<file path="src/rtl/stepper_move_sequencer.sv">
// Trapezoidal-profile stepper move sequencer: accepts one move command, drives
// direction then a ramped train of step pulses, and reports completion or abort.
module stepper_move_sequencer #(
    parameter logic [15:0] START_PERIOD = 16'd50000,
    parameter logic [15:0] MIN_PERIOD   = 16'd2,
    parameter logic [15:0] ACCEL_DELTA  = 16'd500,
    parameter logic [7:0]  DIR_SETUP    = 8'd50
) (
    input  logic        clock,
    input  logic        reset_n,
    input  logic        cmd_valid,
    output logic        cmd_ready,
    input  logic [15:0] cmd_steps,
    input  logic        cmd_dir,
    input  logic [15:0] cmd_period,
    input  logic        abort,
    output logic        step_enable,
    output logic        direction,
    output logic        busy,
    output logic        done,
    output logic        aborted,
    output logic [15:0] steps_done
);

    typedef enum logic [2:0] {
        S_IDLE, S_SETUP, S_ACCEL, S_CRUISE, S_DECEL, S_FINISH
    } state_t;

    state_t      r_state, w_state_nxt;
    logic [15:0] r_timer, w_timer_nxt;
    logic [15:0] r_cur, w_cur_nxt;
    logic [15:0] r_target, w_target_nxt;
    logic [15:0] r_remaining, w_remaining_nxt;
    logic [15:0] r_ramp_steps, w_ramp_steps_nxt;
    logic [15:0] r_steps_done, w_steps_done_nxt;
    logic        r_direction, w_direction_nxt;
    logic        r_aborted, w_aborted_nxt;

    logic        w_moving;
    logic        w_tick;
    logic        w_pulse;
    logic [15:0] w_rem_dec;
    logic [15:0] w_cur_up;
    logic [15:0] w_cur_down;
    logic [15:0] w_setup_last;

    function automatic logic [15:0] f_clamp_period(input logic [15:0] p);
        return (p < MIN_PERIOD) ? MIN_PERIOD : p;
    endfunction

    // Slow down: min(cur + delta, START_PERIOD), computed wide so it cannot wrap.
    function automatic logic [15:0] f_ramp_up(input logic [15:0] cur);
        logic [16:0] sum;
        sum = {1'b0, cur} + {1'b0, ACCEL_DELTA};
        return (sum > {1'b0, START_PERIOD}) ? START_PERIOD : sum[15:0];
    endfunction

    // Speed up: max(cur - delta, floor), without borrowing below zero.
    function automatic logic [15:0] f_ramp_down(input logic [15:0] cur,
                                               input logic [15:0] floor_p);
        logic [16:0] lim;
        lim = {1'b0, floor_p} + {1'b0, ACCEL_DELTA};
        return ({1'b0, cur} <= lim) ? floor_p : (cur - ACCEL_DELTA);
    endfunction

    assign w_moving     = (r_state == S_ACCEL) || (r_state == S_CRUISE) || (r_state == S_DECEL);
    assign w_tick       = w_moving && (r_timer == r_cur - 16'd1);
    assign w_pulse      = w_tick && !abort;
    assign w_rem_dec    = r_remaining - 16'd1;
    assign w_cur_up     = f_ramp_up(r_cur);
    assign w_cur_down   = f_ramp_down(r_cur, r_target);
    assign w_setup_last = {8'd0, DIR_SETUP} - 16'd1;

    always_ff @(posedge clock) begin
        if (!reset_n) begin
            r_state      <= S_IDLE;
            r_timer      <= '0;
            r_direction  <= 1'b0;
            r_aborted    <= 1'b0;
            r_steps_done <= '0;
        end else begin
            r_state      <= w_state_nxt;
            r_timer      <= w_timer_nxt;
            r_direction  <= w_direction_nxt;
            r_aborted    <= w_aborted_nxt;
            r_steps_done <= w_steps_done_nxt;
        end
    end

    // Profile datapath needs no reset: it is always reloaded on acceptance.
    always_ff @(posedge clock) begin
        r_cur        <= w_cur_nxt;
        r_target     <= w_target_nxt;
        r_remaining  <= w_remaining_nxt;
        r_ramp_steps <= w_ramp_steps_nxt;
    end

    always_comb begin
        w_state_nxt      = r_state;
        w_timer_nxt      = r_timer;
        w_cur_nxt        = r_cur;
        w_target_nxt     = r_target;
        w_remaining_nxt  = r_remaining;
        w_ramp_steps_nxt = r_ramp_steps;
        w_steps_done_nxt = r_steps_done;
        w_direction_nxt  = r_direction;
        w_aborted_nxt    = r_aborted;

        case (r_state)
            S_IDLE: begin
                if (cmd_valid) begin
                    w_state_nxt      = (cmd_steps == 16'd0) ? S_FINISH : S_SETUP;
                    w_remaining_nxt  = cmd_steps;
                    w_direction_nxt  = cmd_dir;
                    w_target_nxt     = f_clamp_period(cmd_period);
                    w_steps_done_nxt = '0;
                    w_ramp_steps_nxt = '0;
                    w_aborted_nxt    = 1'b0;
                    w_timer_nxt      = '0;
                end
            end
            S_SETUP: begin
                if (abort) begin
                    w_state_nxt   = S_FINISH;
                    w_aborted_nxt = 1'b1;
                end else if (r_timer == w_setup_last) begin
                    w_timer_nxt = '0;
                    if (r_target < START_PERIOD) begin
                        w_cur_nxt   = START_PERIOD;
                        w_state_nxt = S_ACCEL;
                    end else begin
                        w_cur_nxt   = r_target;
                        w_state_nxt = S_CRUISE;
                    end
                end else begin
                    w_timer_nxt = r_timer + 16'd1;
                end
            end
            S_ACCEL, S_CRUISE, S_DECEL: begin
                if (abort) begin
                    w_state_nxt   = S_FINISH;
                    w_aborted_nxt = 1'b1;
                end else if (w_tick) begin
                    w_timer_nxt      = '0;
                    w_remaining_nxt  = w_rem_dec;
                    w_steps_done_nxt = r_steps_done + 16'd1;
                    // Begin decelerating once the steps left fit the ramp already climbed.
                    if (w_rem_dec == 16'd0) begin
                        w_state_nxt = S_FINISH;
                    end else if ((r_state != S_DECEL) && (r_ramp_steps != 16'd0) &&
                                 (w_rem_dec <= r_ramp_steps)) begin
                        w_state_nxt = S_DECEL;
                        w_cur_nxt   = w_cur_up;
                    end else if (r_state == S_ACCEL) begin
                        w_cur_nxt        = w_cur_down;
                        w_ramp_steps_nxt = r_ramp_steps + 16'd1;
                        if (w_cur_down == r_target) begin
                            w_state_nxt = S_CRUISE;
                        end
                    end else if (r_state == S_DECEL) begin
                        w_cur_nxt = w_cur_up;
                    end
                end else begin
                    w_timer_nxt = r_timer + 16'd1;
                end
            end
            S_FINISH: begin
                w_state_nxt = S_IDLE;
            end
            default: begin
                w_state_nxt = S_IDLE;
            end
        endcase
    end

    always_comb begin
        cmd_ready   = (r_state == S_IDLE);
        busy        = (r_state != S_IDLE);
        done        = (r_state == S_FINISH);
        step_enable = w_pulse;
        direction   = r_direction;
        aborted     = r_aborted;
        steps_done  = r_steps_done;
    end

endmodule

</file>
<file path="config.mk">
export PLATFORM = sky130hd
export DESIGN_NAME = stepper_move_sequencer
export DESIGN_NICKNAME = d
export VERILOG_FILES = /design/src/rtl/stepper_move_sequencer.sv
export SDC_FILE = /design/constraint.sdc
export NUM_CORES = 1
export LEC_CHECK = 0
export CAP_MARGIN = 20
export CORE_MARGIN = 5
export CORE_UTILIZATION = 54
export DETAILED_ROUTE_END_ITERATION = 8
export PLACE_DENSITY = 0.74
export SLEW_MARGIN = 20
export SYNTH_ARGS = -nofsm -noshare
export SYNTH_HDL_FRONTEND = slang
export SYNTH_SLANG_ARGS = --single-unit
</file>
<file path="constraint.sdc">
create_clock -name clock -period 13.9 [get_ports clock]
set_clock_uncertainty 0.05 [all_clocks]
set_input_delay 3.475 -clock clock [delete_from_list [all_inputs] [get_ports clock]]
set_output_delay 3.475 -clock clock [all_outputs]
set_load 0.02 [all_outputs]
</file>
; ---- Word level (Yosys, flattened, before mapping)
; Index checks and enable logic that the tools add are counted.
[op_classes]
n_addsub = 8
n_lt_le_gt_ge = 5
n_eq_ne = 23
mux = 46
reduce_logical = 25
[ops]
columns = operator, n
row1 = $mux 16, 26
row2 = $pmux 16 s2, 4
row3 = $add 16x1->16 const B, 3
row4 = $pmux 16 s3, 1
row5 = $add 16x9->17 const B, 2
row6 = $eq 16x16->1, 2
row7 = $logic_not 16->1, 2
row8 = $sub 16x1->16 const B, 2
row9 = $mux 3, 10
row10 = $gt 17x16->1 const B, 1
row11 = $le 16x17->1, 1
row12 = $eq 16x6->1 const B, 1
row13 = $le 16x16->1, 1
row14 = $lt 16x16->1 const B, 1
row15 = $lt 16x2->1 const B, 1
row16 = $ne 2x2->1 const B, 8
row17 = $reduce_bool 16->1, 1
row18 = $sub 16x9->16 const B, 1
row19 = $reduce_and 7->1, 2
row20 = $ne 5x5->1 const B, 2
row21 = $ne 3x3->1 const B, 3
row22 = $pmux 3 s3, 1
row23 = $reduce_and 4->1, 2
row24 = $eq 3x2->1 const B, 2
row25 = 17 further kinds, 27
[totals]
register_bits = 101
inputBits = 37

; ---- Depth between registers and ports, before layout
[depth]
depth_word = 11
ltp_mapped = 19

; ---- Least setup slack after synthesis
; No wires, ideal clock.
[synth_timing]
path_type = input -> output
start = input port abort
end = output port step_enable
arrival_ns = 4.137
required_time_ns = 10.375
path_slack_ns = 6.238
path_stages = 4
path_buffers = 1
path_cell_list = clkbuf_1 -> nor2_1 -> nand4_1 -> inv_1
[synth_between]
elab_chain_cells = 2
[synth_rtl]
columns = element, line
row1 = start: declaration, 16  ; input logic abort,
row2 = $logic_not 1->1, 68  ; assign w_pulse = w_tick && !abort;
row3 = $logic_and 1x1->1, 68
row4 = end: declaration, 17  ; output logic step_enable,
; No other way between the ends.

; ---- Final worst setup path
; Same ends and word-level chain as after synthesis.

==> flow_summary_export.csv <==
group,metric,value,unit
layout,instances_no_fill,1187,
power,power.net_switching,830,uW
grt,grt_max_degree,39,
layout,fin_nets,1077,
clock_tree,root_buffer,"clkbuf_16",
layout,n_antenna_cell,0,
worst_setup_path,end_kind,"primary output",
place,dpl.hpwl,15.2,mm
timing,worstMarginPinSlew,1080,ps
clock_tree,post_cts_buffers,0,
grt,grt_pass1_vias,6882,
floorplan,die_area,17800,um2
timing,hold_viol,0,
route,routedWlPerCell,17.8,um
power,sw_frac_of_total,47.3,%
worst_setup_path,cp_num_buf_inv,3,
route,vias,7431,
floorplan,initial_core_util,54.5,%
grt,grt_usage,23.5,%
clock_tree,h-tree-depth,3,
route,routed_via_density,6.26,
power,power_frac_comb,51.5,%
worst_setup_path,cp_max_fo,19,
logic_synthesis,ys_top_cells_by_area,"edfxtp_1 (23%), dfxtp_1 (9.0%), ha_1 (7.0%)",
clock_tree,cts_tree,"done",
power,p_leak,3.18,nW
worst_setup_path,required,10380,ps
worst_setup_path,cp_slowest_cell,"clkdlybuf4s50_1",
clock_tree,cts.clk_slew.worst_paths,80,ps
grt,overflow,0,
floorplan,pin_count,59,
layout,fin_util,60.4,%
clock_tree,cts_hold_buf,0,
power,p_per_area,193,nW/um2
outcome,status,"finished, final reports clean",
logic_synthesis,synth_edf_count,64,
timing,timing.final.crit_share,65.1,%
place,portBuffers,58,
worst_setup_path,worstSetupPathType,"primary input to primary output",
worst_setup_path,arrival,5530,ps
route,first_iter_violations,597,
layout,syn_to_final_growth,10.8,%
clock_tree,clock_latency,360,ps
place,place_congestion,0.896,
worst_setup_path,cp_common_cell,"clkdlybuf4s50_1",
layout,layout_commonest_cell,"nor2_1",
worst_setup_path,worstSetupStartpointType,"primary input",
floorplan,die_y,133,um
worst_setup_path,worstPathCellList,"clkdlybuf4s50_1 -> nor2_1 -> nand4_1 -> inv_1 -> clkdlybuf4s50_1",
clock_tree,clk_path_buf_depth,2,
logic_synthesis,synth_seq_cells,101,
floorplan,die_w,133,um
route,ant_nets,0,
grt,antenna_found_initial,0,
floorplan,rows,45,
logic_synthesis,async_flop_share,0,%
timing,setup_ws,4850,ps
power,peakVddDrop,0.168,mV
place,place_ws,4850,ps
logic_synthesis,synth_cell_types,66,
logic_synthesis,ys_seq_area_share,32.4,%
timing,period_needed,9050,ps
logic_synthesis,synth_cells,996,
power,p_clk_share,14.8,%
worst_setup_path,path_delay_family,"buffers and inverters",
logic_synthesis,synthFlopType,"edfxtp_1",
logic_synthesis,synth_top_area_cell,"edfxtp_1",
worst_setup_path,cp_slowest_stage_delay,750,ps
clock_tree,cts_resized,0,
grt,grt_pass1_wl,34.5,mm
power,totalPowerFinal,1.76,mW
timing,setup_viol_count_final,0,
logic_synthesis,syn-num-nets,1079,
logic_synthesis,syn_avg_cell_area,8.26,um2
timing,report.final.slew_viol_count,0,
timing,maxSlewHeadroom,27.7,%
worst_hold_path,holdCritPathClass,"register to register",
layout,drive_above_1_share,5.11,%
clock_tree,cts_made_buffers,9,
timing,finalSetupTns,0,ps
power,intPower,926,uW
layout,final_cell_mix,"nor2_1 (82), nand2_1 (81), xnor2_1 (65)",
clock_tree,clock_sinks,101,
timing,fmax,110,MHz
place,dp.cells,1171,
route,drc,0,
timing,rsz0062_at_grt,"no",
power,seq_power_share,33.7,%
logic_synthesis,yosys_warnings,0,
floorplan,core,15100,um2
route,dr.pass1.iters,5,
logic_synthesis,synth.top_cell.area_share,23.4,%
job,max_cap_viol_count,0,
route,drt-total-wl,21.1,mm
logic_synthesis,netlist_area,8220,um2
-- path summary, 6_finish.rpt --
kind                                             startpoint                             end  slack, ps  depth (start not counted)
worst max register to register     r_remaining[0]$_DFFE_PP_  r_ramp_steps[14]$_SDFFCE_PP0P_       8140                         14
worst min register to register  steps_done[15]$_SDFFE_PN0P_     steps_done[15]$_SDFFE_PN0P_        440                          2
worst max-delay path                                  abort                     step_enable       4850                          5
worst min-delay path            steps_done[15]$_SDFFE_PN0P_     steps_done[15]$_SDFFE_PN0P_        440                          2
-- cell type report --
| type | instances | area (um2) |
|---|---|---|
| clock buffers | 9 | 225 |
| clock inverters | 7 | 78.8 |
| fillers | 1364 | 5980 |
| inverters | 46 | 173 |
| multi-input cells | 771 | 5100 |
| flip-flops and latches | 101 | 2660 |
| well taps | 188 | 235 |
| repair buffers | 65 | 633 |
-- cell usage after synthesis (all sizes together), types with 5 or more instances --
library cell,n
mux2i,10
nor3b,9
o22ai,10
nand4b,6
nor2,82
xnor2,65
and2,6
or4,20
o211ai,15
nor3,35
xor2,31
o311ai,6
mux2,8
o31ai,14
nand2,81
inv,46
clkbuf,62
nor2b,8
ha,46
edfxtp,64
nor4b,6
a211oi,11
nand4,18
dfxtp,37
a21oi,61
a21o,8
nand2b,9
buf,16
nand3,45
o21ai,44
nor4,37
and3,14
nand3b,5
or3,10
o21a,7
a31oi,7
-- metal layers --
| layer | track usage (%) | up-vias | routed length (um) |
|---|---|---|---|
| li1 | - | 3646 | - |
| met1 | 33.5 | 3481 | 9980 |
| met2 | 36.2 | 276 | 9500 |
| met3 | 4.68 | 28 | 1330 |
| met4 | 6.86 | 0 | 322 |
| met5 | 0 | - | 0 |
-- tightest hold or removal path, cell delays in order, from the launching register on --
cell,delay (ps)
dfxtp_1,320
o31ai_1,60
a21oi_1,60
-- per-stage QoR --
stage,hold WS (ps),instance area (um2)
2_1_floorplan,422,8220
3_3_place_gp,403,8800
5_1_grt,472,9110
3_5_place_dp,435,8800
4_1_cts,447,9100
6_report,441,9110
-- power by group through the flow --
stage | clock network (mW) | registers [mW] | logic, mW
after detailed placement | 0 | 0.591 | 0.890
final | 0.260 | 0.592 | 0.903
after global routing | 0.275 | 0.608 | 1.01
after floorplan | 0 | 0.502 | 0.737
after global placement | 0 | 0.588 | 0.875
after CTS | 0.264 | 0.587 | 0.896
-- cell families after synthesis --
kind of cell / count (synthesis) / synth area share, %
mux: 18 / 2.31
flops: 101 / 32.4
buf+inv: 124 / 5.87
compound gates: 207 / 16.1
xor+xnor: 96 / 10.2
simple gates: 404 / 26.1
fa+ha+maj: 46 / 7.00
-- sequential cells by signal, summed over array words and instances, names as in the netlist --
signal	flops
r_timer	16
r_target	16
steps_done	16
r_state	3
direction	1
r_ramp_steps	16
aborted	1
r_remaining	16
r_cur	16
No activity file was read; power rests on OpenSTA's default activity.
